`src/rtl/button_debouncer_multi.sv`:
```
// rtl/button_debouncer_multi.sv - independent per-channel button debouncer with press/release/long/repeat pulses
module button_debouncer_multi #(
  parameter int NUM_BTNS       = 4,
  parameter int DEBOUNCE_LIMIT = 1_000_000,
  parameter int LONG_LIMIT     = 100_000_000,
  parameter int REPEAT_PERIOD  = 20_000_000,
  parameter int ACTIVE_LOW     = 0
) (
  input  logic                i_clk,
  input  logic                i_rst,
  input  logic [NUM_BTNS-1:0] i_btn,
  output logic [NUM_BTNS-1:0] o_debounced,
  output logic [NUM_BTNS-1:0] o_press,
  output logic [NUM_BTNS-1:0] o_release,
  output logic [NUM_BTNS-1:0] o_long,
  output logic [NUM_BTNS-1:0] o_repeat
);

  localparam int DW       = $clog2(DEBOUNCE_LIMIT);
  localparam int HOLD_MAX = (LONG_LIMIT > REPEAT_PERIOD) ? LONG_LIMIT : REPEAT_PERIOD;
  localparam int HW       = $clog2(HOLD_MAX);

  localparam logic [DW-1:0] DB_LAST   = DW'(DEBOUNCE_LIMIT - 1);
  localparam logic [HW-1:0] LONG_LAST = HW'(LONG_LIMIT - 1);
  localparam logic [HW-1:0] REP_LAST  = HW'((REPEAT_PERIOD > 0) ? REPEAT_PERIOD - 1 : 0);
  localparam bit            REP_EN    = (REPEAT_PERIOD > 0);

  typedef enum logic [1:0] {
    ST_IDLE,
    ST_HELD,
    ST_LONG
  } hold_state_e;

  logic [NUM_BTNS-1:0] btn_pol;
  assign btn_pol = (ACTIVE_LOW != 0) ? ~i_btn : i_btn;

  for (genvar g = 0; g < NUM_BTNS; g++) begin : g_ch
    logic          sync1_q, sync2_q;
    logic          deb_q, deb_d;
    logic [DW-1:0] db_cnt_q, db_cnt_d;
    logic          toggle;
    logic          press_q, release_q, long_q, repeat_q;
    logic [HW-1:0] hold_cnt_q;
    hold_state_e   state_q;

    // A level change is accepted only once the count of differing cycles is exhausted.
    always_comb begin
      toggle   = (sync2_q != deb_q) && (db_cnt_q == DB_LAST);
      deb_d    = deb_q ^ toggle;
      db_cnt_d = ((sync2_q == deb_q) || toggle) ? '0 : db_cnt_q + DW'(1);
    end

    always_ff @(posedge i_clk or posedge i_rst) begin
      if (i_rst) begin
        sync1_q   <= 1'b0;
        sync2_q   <= 1'b0;
        deb_q     <= 1'b0;
        db_cnt_q  <= '0;
        press_q   <= 1'b0;
        release_q <= 1'b0;
      end else begin
        sync1_q   <= btn_pol[g];
        sync2_q   <= sync1_q;
        deb_q     <= deb_d;
        db_cnt_q  <= db_cnt_d;
        press_q   <= toggle && !deb_q;
        release_q <= toggle && deb_q;
      end
    end

    // A debounced fall overrides any long/repeat that would land on the same edge.
    always_ff @(posedge i_clk or posedge i_rst) begin
      if (i_rst) begin
        state_q    <= ST_IDLE;
        hold_cnt_q <= '0;
        long_q     <= 1'b0;
        repeat_q   <= 1'b0;
      end else begin
        long_q   <= 1'b0;
        repeat_q <= 1'b0;
        if (toggle && deb_q) begin
          state_q    <= ST_IDLE;
          hold_cnt_q <= '0;
        end else if (toggle) begin
          state_q    <= ST_HELD;
          hold_cnt_q <= '0;
        end else begin
          case (state_q)
            ST_HELD: begin
              if (hold_cnt_q == LONG_LAST) begin
                state_q    <= ST_LONG;
                long_q     <= 1'b1;
                hold_cnt_q <= '0;
              end else begin
                hold_cnt_q <= hold_cnt_q + HW'(1);
              end
            end
            ST_LONG: begin
              if (REP_EN) begin
                if (hold_cnt_q == REP_LAST) begin
                  repeat_q   <= 1'b1;
                  hold_cnt_q <= '0;
                end else begin
                  hold_cnt_q <= hold_cnt_q + HW'(1);
                end
              end
            end
            default: begin
              state_q    <= ST_IDLE;
              hold_cnt_q <= '0;
            end
          endcase
        end
      end
    end

    assign o_debounced[g] = deb_q;
    assign o_press[g]     = press_q;
    assign o_release[g]   = release_q;
    assign o_long[g]      = long_q;
    assign o_repeat[g]    = repeat_q;
  end

endmodule

```
`config.mk`:
```
export PLATFORM = sky130hd
export DESIGN_NAME = button_debouncer_multi
export DESIGN_NICKNAME = d
export VERILOG_FILES = /design/src/rtl/button_debouncer_multi.sv
export SDC_FILE = /design/constraint.sdc
export NUM_CORES = 1
export LEC_CHECK = 0
export CAP_MARGIN = 10
export CORE_MARGIN = 1.5
export CORE_UTILIZATION = 62
export DETAILED_ROUTE_END_ITERATION = 16
export PLACE_DENSITY = 0.89
export SLEW_MARGIN = 0
export SYNTH_ARGS = -nofsm -noshare
export SYNTH_HDL_FRONTEND = slang
export SYNTH_SLANG_ARGS = --single-unit
```
`constraint.sdc`:
```
create_clock -name i_clk -period 8.8 [get_ports i_clk]
set_clock_uncertainty 0.2 [all_clocks]
set_input_delay 0.88 -clock i_clk [delete_from_list [all_inputs] [get_ports i_clk]]
set_output_delay 0.88 -clock i_clk [all_outputs]
set_load 0.02 [all_outputs]
```
==> impl_results.md <==
* Status: finished clean
* Hold depth at 0
* CTS Buf Count at 23
* IO buf count at 25
* Post-CTS resize count at 0
* Nets at 1144
* Worst slack, placed at approximately 5500 ps
* Via count at roughly 8000
* Per-cell routed wire length at 15.11 um
* Hold WC Path Type: flop to flop
* CTS root buf: clkbuf_16
* Syn avg cell area at 9.800 sq um
* Row count at 48
* H-tree depth at 1
* Top fanout value on the critical path at 27
* Grt total ovfl at 0
* Mapped Cells at 1111
* GPL Wtd Cong at 0.8527
* Setup TNS at 0 ps
* Combinational Power Share at 1.8%
* Sequential share of power at 49.6%
* RSZ-0062 raised after global routing: false
* Critical Path RT at 8940 ps
* Max-cap check violation count at 0
* FF-to-FF path depth at 6
* FF+latch count, synth at 224
* Post-Route WL at 20.58 mm
* Area grow syn2layout at 10.16%
* Fraction of final layout cells with drive strength greater than 1 at under 10%
* Crit path launch type: flop
* Max rail drop VDD at around 0.17 mV
* Clock power frac at approximately half
* Number of flops mapped to enable cells by yosys at 0
* Starting density of the core at 63.17%
* Clock Tree Buf Depth at 3
* Vias per cell at roughly 5.8
* Hold_ws at approximately 150 ps
* Element type at the critical path end: flop
* TritonRoute pass-1 iters at 5
* Final setup viols at 0
* Met2 Track Usage GR at between 40% and 50%
* Syn_nets at 1133
* Final worst-path cycle share at 38.50%
* Final HPWL DP at 12.87 mm
* Antenna viol nets, final at 0
* Worst Hold Launch: g_ch[1].sync1_q
* Worst-margin pin slew at 1136 ps
* Ys flop type: dfrtp_1
* PwrDens at between 150 and 200 nW/um^2
* Clock slew seen by the registers of the worst setup and hold paths at 60 ps
* Final setup margin at 5412 ps
* Final design utilization at 69.58%
* Met3 Resource Use GR at 3.105%
* Worst-Skew Late Latency at 500 ps
* Width of the die at 135.5 um
* Antenna violations before repair at 0
* Hold_buf cts at 0
* First-pass GRT wire length at 35.45 mm
* Fmax at about 0.3 GHz
* Crit path time final at 3388 ps
* I/O Pins at 26
* Final Hold Violating Endpoints at 0
* RR Startpoint: g_ch[0].hold_cnt_q[0]
* Distinct cells, synth at 50
* WS Path Type: flop to flop
* Pint at roughly 1.7 mW
* 1st-iter DRT viols at 453
* Leak at about 4.9 nW
* Busiest grt layer: met2
* Sequential area share after synthesis at 51.48%
* Switch Pwr at 0.4354 mW
* Mapped cell area at 10890 sq um
* Final Slew Violations at 0
* Met1 usage at 30.48%
* GRT Total Usage at 23.30%
* Sw frac at 20.71%
* Largest net degree at the start of global routing at 155
* Chip Height at 135.5 um
* Worst EP arrival at 3530 ps
* Die area at ~18000 sq um
* Core box area at 17240 sq um
* Async SR Flop Fraction at 100.0%
* Slew HR at 24.07%
* Setup crit start: g_ch[0].hold_cnt_q[0]
* R2R Setup Slk at about 5400 ps
* Clock tree sinks at 224
* Worst Hold End: g_ch[1].sync2_q
* Reg2Reg Capture Point: g_ch[0].hold_cnt_q[5]
* Final Total Pwr at ~2.1 mW
* ANT cells at 0
* Residual DRC count at 0
* CTS tree: yes
* Post-CTS Setup Bufs at 0
* Number of global-route vias before repair at 7767
* Synth Warn # at 0
## layout make-up
cell class,count,area (sq um)
clock buffers,26,616.8
flip-flops and latches,224,5605
fillers,1193,5243
inverters,31,123.9
well taps,225,281.5
multi-input cells,814,4911
clock inverters,14,185.2
repair buffers,28,270.3
## cells by family (layout without fill, tap and decap cells)
kind of cell	count (synthesis)	after routing	synth area share (%)
AO/OA/AOI/OAI	26	26	1.988
XOR/XNOR	177	177	14.24
adder cells (fa/ha/maj)	16	16	1.839
buffers and inverters	73	99	3.413
flip-flops	224	224	51.48
multiplexers	3	3	0.3103
AND/OR/NAND/NOR	592	592	26.73
## registers in the layout, indices dropped and copies added (netlist names), named ones only
name	cells
g_ch.release_q	4
g_ch.repeat_q	4
g_ch.hold_cnt_q	108
g_ch.db_cnt_q	80
g_ch.state_q	8
g_ch.sync1_q	4
g_ch.press_q	4
g_ch.long_q	4
g_ch.sync2_q	4
## metal layers
metal  routed length (um)  share of wire, %  vias to the layer above
met5                    0                 0                        -
met4                  578               2.8                        0
met3                  843               4.1                       61
met2                10230                50                      203
met1                 8927                43                     3835
li1                     -                 -                     3789
## critical path, cell delays in order (launching register included)
cell	delay (ps)
dfrtp_1	420
ha_1	230
nand3_1	220
or2_2	360
nor4_1	650
a311o_1	990
nor2_1	150
## worst max-delay path by stage
stage,end,slack [ps],cells past startpoint
after floorplan,async pin,1590,1
after global placement,g_ch[0].db_cnt_q[15],5510,3
after detailed placement,g_ch[0].hold_cnt_q[22],5490,3
after CTS,g_ch[0].hold_cnt_q[5],5480,6
after global routing,g_ch[0].hold_cnt_q[25],5180,6
final,g_ch[0].hold_cnt_q[5],5410,6
## Yosys cell counts, types with 4 or more instances
| cell type | n | area [sq um] |
|---|---|---|
| nor3_1 | 28 | 140.1 |
| nor2_1 | 227 | 852.1 |
| nand3_1 | 76 | 380.4 |
| nor2b_1 | 5 | 31.28 |
| nor4bb_1 | 4 | 40.04 |
| nor4b_1 | 6 | 52.55 |
| clkbuf_1 | 14 | 52.55 |
| nor3b_1 | 10 | 75.07 |
| xor2_1 | 108 | 945.9 |
| and2_1 | 7 | 43.79 |
| inv_1 | 31 | 116.4 |
| nand2_1 | 84 | 315.3 |
| buf_2 | 6 | 30.03 |
| nand4_1 | 47 | 294.0 |
| ha_1 | 16 | 200.2 |
| a21oi_1 | 4 | 20.02 |
| dfrtp_1 | 224 | 5605 |
| or4_1 | 13 | 97.59 |
| and4_1 | 9 | 78.83 |
| nor4_1 | 31 | 193.9 |
| and3_1 | 25 | 156.4 |
| xnor2_1 | 69 | 604.3 |
| buf_4 | 20 | 150.1 |
## metrics by stage
stage,instances,cell area [sq um]
after floorplan,1111,10890
after global placement,1321,11190
after detailed placement,1321,11190
after CTS,1361,11990
after global routing,1362,11990
final,1362,11990
## power by group through the flow
stage	registers [mW]	clock network, mW	logic, mW
5_1_grt	1.04	1.08	0.0451
3_3_place_gp	1.06	0	0.0382
3_5_place_dp	1.06	0	0.0395
6_report	1.04	1.02	0.0378
4_1_cts	1.04	1.04	0.0395
2_1_floorplan	1.06	0	0.0287
## placed cells by master (no fill, tap or decap), types with 3 or more instances in the layout
| cell type | instances |
|---|---|
| a21oi_1 | 4 |
| a31o_2 | 3 |
| and2_1 | 7 |
| and3_1 | 25 |
| and4_1 | 9 |
| bufinv_16 | 4 |
| clkbuf_16 | 23 |
| clkbuf_8 | 3 |
| clkdlybuf4s50_1 | 25 |
| clkinv_2 | 6 |
| clkinv_4 | 3 |
| dfrtp_1 | 224 |
| ha_1 | 16 |
| inv_1 | 30 |
| mux2_2 | 3 |
| nand2_1 | 84 |
| nand2b_1 | 3 |
| nand3_1 | 76 |
| nand4_1 | 47 |
| nor2_1 | 227 |
| nor2b_1 | 5 |
| nor3_1 | 28 |
| nor3b_1 | 10 |
| nor4_1 | 31 |
| nor4b_1 | 6 |
| nor4bb_1 | 4 |
| o21ai_0 | 3 |
| or2_2 | 3 |
| or3_1 | 3 |
| or4_1 | 13 |
| or4b_2 | 3 |
| xnor2_1 | 69 |
| xor2_1 | 108 |
Power figures use the tool's default switching activity.
